### config.mk
export PLATFORM = sky130hd
export DESIGN_NAME = fetch_sequencer
export DESIGN_NICKNAME = d
export VERILOG_FILES = /design/src/rtl/fetch_pkg.sv /design/src/rtl/pc_target_calc.sv /design/src/rtl/fetch_sequencer.sv
export SDC_FILE = /design/constraint.sdc
export NUM_CORES = 1
export LEC_CHECK = 0
export CORE_UTILIZATION = 42
export DETAILED_ROUTE_END_ITERATION = 7
export HOLD_SLACK_MARGIN = 0.03
export PLACE_DENSITY = 0.78
export SYNTH_ARGS = -nofsm -noshare
export SYNTH_HDL_FRONTEND = slang
export SYNTH_SLANG_ARGS = --single-unit
### constraint.sdc
create_clock -name clk -period 3.36 [get_ports clk]
set_input_delay 0.672 -clock clk [delete_from_list [all_inputs] [get_ports clk]]
set_output_delay 0.672 -clock clk [all_outputs]
set_load 0.03 [all_outputs]
### src/rtl/fetch_pkg.sv
// Shared types and constants for the instruction fetch sequencer.
package fetch_pkg;

    typedef enum logic {
        FETCH  = 1'b0,
        HALTED = 1'b1
    } fetch_state_t;

    typedef enum logic {
        REDIR_PCREL = 1'b0,
        REDIR_REG   = 1'b1
    } redirect_type_t;

    localparam int unsigned INSTR_BYTES = 4;

endpackage

### src/rtl/pc_target_calc.sv
// Branch target computation: PC-relative word offset or absolute register target.
module pc_target_calc
    import fetch_pkg::*;
(
    input  logic        redirect_type,
    input  logic [63:0] redirect_pc,
    input  logic [63:0] redirect_offset,
    input  logic [63:0] redirect_reg,
    output logic [63:0] target,
    output logic        misaligned
);

    always_comb begin
        target = 64'h0;
        if (redirect_type_t'(redirect_type) == REDIR_REG) begin
            target = redirect_reg;
        end else begin
            // Offset counts instructions, so scale to bytes; the sum wraps mod 2^64.
            target = redirect_pc + (redirect_offset << 2);
        end
        misaligned = |target[1:0];
    end

endmodule

### src/rtl/fetch_sequencer.sv
// Owns the PC, issues instruction fetches and holds one fetched instruction for decode.
module fetch_sequencer
    import fetch_pkg::*;
#(
    parameter logic [63:0] RESET_PC = 64'h0
) (
    input  logic        clk,
    input  logic        reset,
    output logic        imem_req,
    output logic [63:0] imem_addr,
    input  logic        imem_ack,
    input  logic [31:0] imem_rdata,
    output logic [31:0] instr,
    output logic [63:0] instr_pc,
    output logic        instr_valid,
    input  logic        stall,
    input  logic        redirect,
    input  logic        redirect_type,
    input  logic [63:0] redirect_pc,
    input  logic [63:0] redirect_offset,
    input  logic [63:0] redirect_reg,
    input  logic        halt,
    output logic        halted,
    output logic        fault
);

    fetch_state_t state_q;
    logic [63:0]  pc_q;
    logic [31:0]  instr_q;
    logic [63:0]  instr_pc_q;
    logic         instr_valid_q;
    logic         halted_q;
    logic         fault_q;

    logic [63:0]  target;
    logic         misaligned;

    pc_target_calc u_target (
        .redirect_type   (redirect_type),
        .redirect_pc     (redirect_pc),
        .redirect_offset (redirect_offset),
        .redirect_reg    (redirect_reg),
        .target          (target),
        .misaligned      (misaligned)
    );

    // No path from imem_ack: the request depends only on state and stall.
    assign imem_req    = (state_q == FETCH) && !(instr_valid_q && stall);
    assign imem_addr   = pc_q;
    assign instr       = instr_q;
    assign instr_pc    = instr_pc_q;
    assign instr_valid = instr_valid_q;
    assign halted      = halted_q;
    assign fault       = fault_q;

    always_ff @(posedge clk) begin
        if (reset) begin
            state_q       <= FETCH;
            pc_q          <= RESET_PC;
            instr_q       <= 32'h0;
            instr_pc_q    <= 64'h0;
            instr_valid_q <= 1'b0;
            halted_q      <= 1'b0;
            fault_q       <= 1'b0;
        end else if (state_q == FETCH) begin
            if (halt) begin
                state_q       <= HALTED;
                instr_valid_q <= 1'b0;
                halted_q      <= 1'b1;
            end else if (redirect && misaligned) begin
                state_q       <= HALTED;
                instr_valid_q <= 1'b0;
                halted_q      <= 1'b1;
                fault_q       <= 1'b1;
            end else if (redirect) begin
                pc_q          <= target;
                instr_valid_q <= 1'b0;
            end else if (imem_ack && imem_req) begin
                // Refill in the same cycle as consumption so there is no bubble.
                instr_q       <= imem_rdata;
                instr_pc_q    <= pc_q;
                instr_valid_q <= 1'b1;
                pc_q          <= pc_q + 64'(INSTR_BYTES);
            end else if (instr_valid_q && !stall) begin
                instr_valid_q <= 1'b0;
            end
        end
    end

endmodule

======== Yosys cells after proc, flatten, opt, wreduce, memory -nomap -nowiden ========
Cells that the tools add are included.
storage, ports and cells
  output and inout bits ................... 164
  register bits after elaboration ......... 164
  logic and storage cells ................. 42
  bits of input ports ..................... 231
operators by class
  mux-type cells .......................... 13
  reductions and logical operators ........ 16
  $add $sub $neg .......................... 2
  bitwise operators ....................... 4
operator list
  operator                                       count
  2-to-1 mux 64 bit                              3
  adder 64 x 3 -> 64 bit, second input constant  1
  adder 64 bit                                   1
  2-to-1 mux 1 bit                               10
  logical AND 1 bit                              5
  AND reduction 5 bit                            1
  nonzero test 5 bit                             1
  inverter 1 bit                                 4
  AND reduction 2 bit                            2
  AND reduction 4 bit                            1
  nonzero test 2 bit                             2
  AND reduction 3 bit                            1
  logical NOT 1 bit                              2
  OR reduction 2 bit                             1

======== Depth between registers and ports, before layout ========
Gate-level depths: netlist of run 1.
  depth in word-level cells ............... 8
  depth in mapped cells ................... 13
  mapped depth without buffers ............ 12

======== Cells and area by module ========
Synthesis of run 1 repeated with hierarchy kept, for this count alone.
second synthesis, totals
  cell total of the unflattened synthesis .. 1,735
  area total of the unflattened synthesis .. 12,499.5 µm²
modules (own cells, without submodules)
  module           area each (µm²)  seq. area each (µm²)  instances  cells each
  fetch_sequencer  8,154.1          3,283.1               1          1,097
  pc_target_calc   4,345.4          0.0                   1          638

======== Worst setup path after synthesis of run 1 ========
Ideal clock, no wire load.
  path kind ............................... input to register
  start ................................... input port redirect_pc[2]
  end ..................................... register pc_q[54], in the netlist imem_addr[54]
  library setup time ...................... 0.075 ns
  arrival time ............................ 3.421 ns
  path buffers ............................ 1
  required time ........................... 3.285 ns
  stages .................................. 13
  path slack .............................. -0.136 ns
  cell sequence ........................... ha_1 > fa_1 > a21o_1 > a21oi_2 > o31ai_4 > or4b_1 > and3_1 > buf_2 > o31a_1 > o21ai_1 > and2b_1 > mux2_2 > o22ai_1
between the ends
  word-level cells in the longest chain between the ends .. 3
ends and longest elaborated chain
  what                    line                   RTL
  start: declaration      fetch_sequencer.sv:19  input logic [63:0] redirect_pc,
  adder 64 bit            pc_target_calc.sv:19   target = redirect_pc + (redirect_offset << 2);
  2-to-1 mux 64 bit       pc_target_calc.sv:15   if (redirect_type_t'(redirect_type) == REDIR_REG) begin
  2-to-1 mux 64 bit       fetch_sequencer.sv:75  end else if (redirect) begin
  end signal: assignment  fetch_sequencer.sv:76  pc_q <= target;
  end signal: assignment  fetch_sequencer.sv:83  pc_q <= pc_q + 64'(INSTR_BYTES);
  end: declaration        fetch_sequencer.sv:28  logic [63:0] pc_q;
Every way passes these cells.
A chain may end at the register's enable or synchronous reset.

======== Worst setup path after layout of run 1 ========
  start ................................... input port redirect_pc[7]
  end ..................................... register pc_q[62], in the netlist imem_addr[62]
The elaborated chain is that of the path after synthesis.

==> flow_summary.json, run 1 <==
{
  "final_core_util": 0.6730,
  "synth_mux_area_frac": 0.01258,
  "synth_compound_gate_area_share": 0.2952,
  "r2r_slack_ps": 330,
  "gr-usage-met2": 0.5079,
  "finClkSkew_ps": 15.16,
  "die_width_um": 167.1,
  "synth_top_area_share": 0.2869,
  "vdd_drop_max_uv": 319.4,
  "finalSetupViolations": 0,
  "synthAdderAreaFrac": 0.06955,
  "period_share": 0.9657,
  "cp-end-kind": "register",
  "async_flop_share": 0,
  "fmax_mhz": 308.2,
  "post-route-drc-count": 0,
  "clk_pin_slew_worst_paths_ps": 70,
  "grt_usage": 0.3160,
  "coreArea_um2": 26800,
  "syn_area_per_cell_um2": 7.028,
  "die_h_um": 167.1,
  "p_leak_nw": 6.941,
  "ys_types": 70,
  "clock-sinks": 164,
  "gp_congestion": 0.9342,
  "io_pins": 395,
  "path_class": "in2reg",
  "fin_crit_ps": 3245,
  "crit_arrival_ps": 3520,
  "synth_ff_type": "dfxtp_1",
  "synthTopCellsByArea": "dfxtp_1 29%, nand2_1 11%, a21oi_1 10%, ha_1 6.8%, o21ai_0 4.6%",
  "ant_nets": 0,
  "cts_buffer_depth": 2,
  "powerDensity_nw_per_um2": 334.4,
  "hold_slack_ps": 453.6,
  "grt_util_met3": 0.04420,
  "outcome": "finished clean",
  "synth-seq-cells": 164,
  "rows": 60,
  "routed-via-count": 14240,
  "place_hpwl_um": 35860,
  "synthXorXnorAreaFrac": 0.04057,
  "startpoint": "redirect_pc[7]",
  "root_buffer": "clkbuf_16",
  "grt_pass1_vias": 13080,
  "r2r_start": "imem_addr[18]",
  "antenna_found_initial": 3,
  "rsz0062_at_grt": "true",
  "grt_max_degree": 120,
  "finalHoldViolations": 0,
  "die_area_um2": 27910,
  "slew_viol_final": 0,
  "cts_tree": "built",
  "finish.instance_area_um2": 18040,
  "htree_levels": 4,
  "synth_edf_count": 0,
  "grt_pass1_wl_um": 70690,
  "cts_hold_buf": 0,
  "dpl_cell_area_um2": 17180,
  "gr-usage-met1": 0.4338,
  "critPathMaxFanout": 3,
  "vias_per_cell": 5.650,
  "grt_overflow": 0,
  "hold_path_class": "reg2reg",
  "synth_nets": 1922,
  "max_slew_margin": 0.3731,
  "tightest_slew_ps": 940.3,
  "synth-simple-area-share": 0.2524,
  "port_buffers": 392,
  "drive_gt1_frac": 0.1484,
  "ys_seq_area_frac": 0.2869,
  "syn2layout_area_growth_pct": 57.63,
  "clk-insertion-delay-late_ps": 430,
  "grt-busiest-layer": "met2",
  "netlist_area_um2": 11440,
  "synth_top_area_cell": "dfxtp_1",
  "cp-start-kind": "primary input",
  "wl_per_cell_um": 18.22,
  "synthCells": 1628,
  "drv_cap": 0,
  "layout.nets": 2457,
  "drt-initial-drc-count": 1345,
  "ys.warnings.count": 0,
  "synth_top_family_by_area": "compound AO/OA/AOI/OAI gates",
  "worstPathRequired_ps": 3640,
  "start_util": 0.4269,
  "hp-start": "instr_pc[4]",
  "cts_made_buffers": 17,
  "dr.pass1.iters": 5,
  "routed_wl_um": 45920,
  "fillers": 2282
}
==> cells by family after synthesis <==
family                   Yosys count
flip-flops                       164
XOR/XNOR                          53
AND/OR/NAND/NOR                  649
buffers and inverters            130
adder cells (fa/ha/maj)           63
AO/OA/AOI/OAI                    555
multiplexers                      14
==> placed cells by master, fill, tap and decap left out, drive strengths merged, types with 5 or more instances in the layout <==
master         instances
clkdlybuf4s50        380
mux2i                 11
nor4                   8
dlygate4sd2            6
a22o                   5
a22oi                 11
a32oi                  5
nor2                 115
a211oi                27
a221oi                 8
o32ai                  5
and4                  10
and2                   8
dfxtp                164
nor2b                 10
a21o                  39
o22ai                  8
o31ai                 14
inv                   30
xnor2                 24
xor2                  29
a31oi                 19
or3                    6
ha                    62
and3                  22
o211ai                14
nor3                  37
nand4                 33
o21bai                14
clkinv                 5
nand2b                 8
o21a                   8
clkbuf                18
o21ai                107
nand2                342
a21oi                240
nand3                 32
buf                  236
==> layout make-up <==
cell class                      instances  area (um2)  share of cell area
Inverter                               21       78.83            0.004370
Tap cell                              341       426.7             0.02366
Timing Repair Buffer                  625        5705              0.3163
Clock buffer                           18       439.2             0.02435
Antenna cell                            3       7.507           0.0004162
Sequential cell                       164        3283              0.1820
Clock inverter                         14       152.6            0.008463
Multi-Input combinational cell       1334        7943              0.4404
==> state kept, by name (all words and copies together), names as in the netlist <==
register / count
fault: 1
halted: 1
imem_addr: 64
instr: 32
instr_pc: 64
instr_valid: 1
state_q: 1
==> synth_stat cells, types with 14 or more instances <==
library cell,count
nand4_1,33
clkbuf_1,104
nand2_1,342
o211ai_1,14
o21bai_1,14
inv_1,21
a21oi_1,239
dfxtp_1,164
nor3_1,37
nand3_1,32
xnor2_1,24
ha_1,62
a31oi_1,19
and3_1,22
a21o_1,39
xor2_1,29
a211oi_1,27
nor2_1,115
o21ai_0,105
==> power breakdown <==
group	internal [mW]	switching (mW)	total [mW]
Clock	1.02	0.928	1.95
Combinational	0.990	1.04	2.03
Sequential	1.99	0.0581	2.05
Total	4.00	2.03	6.03
==> final timing paths <==
kind / end / depth (start not counted)
worst min register to register: instr_pc[4] / 2
worst max register to register: imem_addr[63] / 10
worst min-delay path: instr_pc[4] / 2
worst max-delay path: imem_addr[62] / 14
==> critical path: stages <==
cell and delay, ps:
clkdlybuf4s50_1 410, ha_1 300, buf_4 130, a21oi_1 70, o21a_1 200, o31ai_4 80, or4b_1 450, and3_4 170
o31a_1 310, o21ai_2 170, and2b_1 170, buf_4 120, mux2i_1 190, a21oi_1 80
==> routing by layer <==
layer / vias up / wire (um)
li1: 6918 / -
met1: 6521 / 19880
met2: 710 / 20810
met3: 88 / 3870
met4: 2 / 1343
met5: - / 12
==> metrics by stage <==
step	setup slack, ps	total power [mW]	cells	setup TNS, ps
after detailed placement	-516.9	4.034	2483	-13660
after global routing	-13.11	6.298	2518	-35.78
after CTS	11.20	5.978	2516	0
after global placement	-462.3	4.011	2483	-11420
final	115.1	6.032	2520	0
after floorplan	63.30	3.053	1628	0
==> repair_timing <==
action,CTS,global route
pin swaps,10,19
gates resized for setup,11,46
setup buffers,1,1
endpoints found under the hold margin,0,0
setup endpoints to repair,9,20
Note: power is estimated with default switching activity, not from simulation.
==> inputs of run 2 (changes only) <==
--- a/config.mk
+++ b/config.mk
@@ -5,10 +5,9 @@
 export SDC_FILE = /design/constraint.sdc
 export NUM_CORES = 1
 export LEC_CHECK = 0
-export CORE_UTILIZATION = 42
+export CORE_UTILIZATION = 27
 export DETAILED_ROUTE_END_ITERATION = 7
 export HOLD_SLACK_MARGIN = 0.03
-export PLACE_DENSITY = 0.78
 export SYNTH_ARGS = -nofsm -noshare
 export SYNTH_HDL_FRONTEND = slang
 export SYNTH_SLANG_ARGS = --single-unit
==> run 2 against run 1 <==
Compared with the run above:
- clock skew down 0.84 ps
- hold slack about the same
- global-route usage down 9.2 points
- final cell count up 9.0%
- core utilization down 23 points
- sequential share of layout area down 0.64 points
- worst setup slack better by 5.3 ps
- via count down 1.3%
- clock-buffer cell count up 1
- critical path type unchanged
==> flow_summary.json, run 2 (synthesis results as in run 1) <==
{
  "cts_buffer_depth": 2,
  "p_sw_mw": 1.960,
  "fin_crit_ps": 3240,
  "clock-sinks": 164,
  "grt_max_degree": 96,
  "powerDensity_nw_per_um2": 348.3,
  "switching_share": 0.3011,
  "pwr-share-clk": 0.370,
  "fmax_mhz": 308.7,
  "max_slew_margin": 0.5550,
  "routed-via-count": 14060,
  "htree_levels": 4,
  "worstPathRequired_ps": 3670,
  "vias_per_cell": 5.120,
  "wl_per_cell_um": 18.15,
  "finalSetupViolations": 0,
  "finalHoldViolations": 0,
  "gp_congestion": 0.8976,
  "path_cells": "clkdlybuf4s50_1, ha_1, a21oi_1, o21ai_0, a211oi_1, o211ai_1, o21a_1, o211ai_1, a21oi_2, or3_1, nand3_1, a21oi_1",
  "hp-start": "instr_pc[26]",
  "cp_num_cells": 12,
  "layout.nets": 2478,
  "ant_nets": 0,
  "p_comb_frac": 0.315,
  "stdcell_count": 2746,
  "r2r_cells": 11,
  "crit_slowest_cell": "clkdlybuf4s50_1",
  "antenna_found_initial": 14,
  "internal-power_mw": 4.552,
  "io_pins": 395,
  "root_buffer": "clkbuf_16",
  "place_inst": 2702,
  "cts_made_buffers": 17,
  "path_buf_inv": 1,
  "totalPowerFinal_mw": 6.512,
  "final_common_cell": "clkdlybuf4s50_1",
  "hold_slack_ps": 453.6,
  "holdPathStages": 2,
  "r2r_start": "imem_addr[32]",
  "dr.pass1.iters": 5,
  "hold_path_class": "reg2reg",
  "rows": 75,
  "path_class": "in2reg",
  "vdd_drop_max_uv": 245.9,
  "start_util": 0.2734,
  "die_h_um": 207.9,
  "outcome": "finished clean",
  "grt_overflow": 0,
  "place_hpwl_um": 39860,
  "post-route-drc-count": 0,
  "coreArea_um2": 41850,
  "critPathMaxFanout": 3,
  "critPathTopFamily": "compound AO/OA/AOI/OAI gates",
  "cp-end-kind": "register",
  "clk_pin_slew_worst_paths_ps": 60,
  "finClkSkew_ps": 14.32,
  "drt-initial-drc-count": 1224,
  "drv_cap": 0,
  "crit_arrival_ps": 3550,
  "die_area_um2": 43210,
  "grt_pass1_vias": 13340,
  "clk-insertion-delay-late_ps": 460,
  "seqPwrFrac": 0.315,
  "p_leak_nw": 7.261,
  "cts_tree": "built",
  "slowest_delay_ps": 420,
  "layout_common_cells": "367 x clkdlybuf4s50_1, 341 x nand2_1, 248 x buf_4, 232 x a21oi_1, 164 x dfxtp_1",
  "routed_wl_um": 49850,
  "startpoint": "redirect_pc[34]",
  "grt_pass1_wl_um": 76000,
  "slew_viol_final": 0,
  "grt_usage": 0.2236,
  "cp-start-kind": "primary input",
  "die_width_um": 207.9,
  "period_share": 0.9642,
  "syn2layout_area_growth_pct": 63.38,
  "tightest_slew_ps": 667.5,
  "port_buffers": 392,
  "drive_gt1_frac": 0.1575
}
[run 2: path summary, 6_finish.rpt]
kind                                      end  slack (ps)
worst min-delay path             instr_pc[26]         450
worst max register to register  imem_addr[60]         330
worst min register to register   instr_pc[26]         450
worst max-delay path            imem_addr[59]         120
[run 2: area by class of cell]
class                           count  area [um2]
Tap cell                          539       674.4
Clock buffer                       19       432.9
Timing Repair Buffer              646        5943
Inverter                           21       78.83
Sequential cell                   164        3283
Antenna cell                       10       25.02
Fill cell                        4201       23160
Multi-Input combinational cell   1334        7979
Clock inverter                     13       277.8
[run 2: power groups by stage]
stage | sequential (mW) | combinational, mW | clock (mW)
floorplan | 2.18 | 0.870 | 0
global placement | 2.09 | 1.98 | 0
detailed placement | 2.09 | 1.99 | 0
CTS | 2.05 | 2.00 | 2.46
global route | 2.05 | 2.23 | 2.53
finish | 2.05 | 2.05 | 2.41
[run 2: per-layer routing]
layer	GRT usage	part of all wire	vias to the layer above
met5	0	0.0014	-
met4	0.07688	0.023	10
met3	0.04024	0.063	74
met2	0.3476	0.44	553
met1	0.3092	0.47	6439
li1	-	-	6984
[run 2: worst min-delay path, delay by kind of cell, from the launching register on]
| kind | cells | cell delay, ps |
|---|---|---|
| compound gates | 1 | 50 |
| flops | 1 | 310 |
| simple gates | 1 | 50 |
[run 2: timing repair]
action | in CTS | in global routing
buffers inserted | 0 | 2
setup endpoints to repair | 4 | 25
cloned | 0 | 0
pin swaps | 1 | 26
hold buffers | 0 | 0
resized for setup | 3 | 63
[run 2: metrics by stage]
step	util	setup TNS [ps]	area, um2	setup WS (ps)
floorplan	-	0	11460	63.30
global placement	0.4209	-14220	17610	-516.5
detailed placement	0.4209	-15050	17610	-514.6
CTS	0.4383	-27.77	18340	-15.34
global route	0.4464	-38.01	18680	-22.15
finish	0.4467	0	18690	120.4
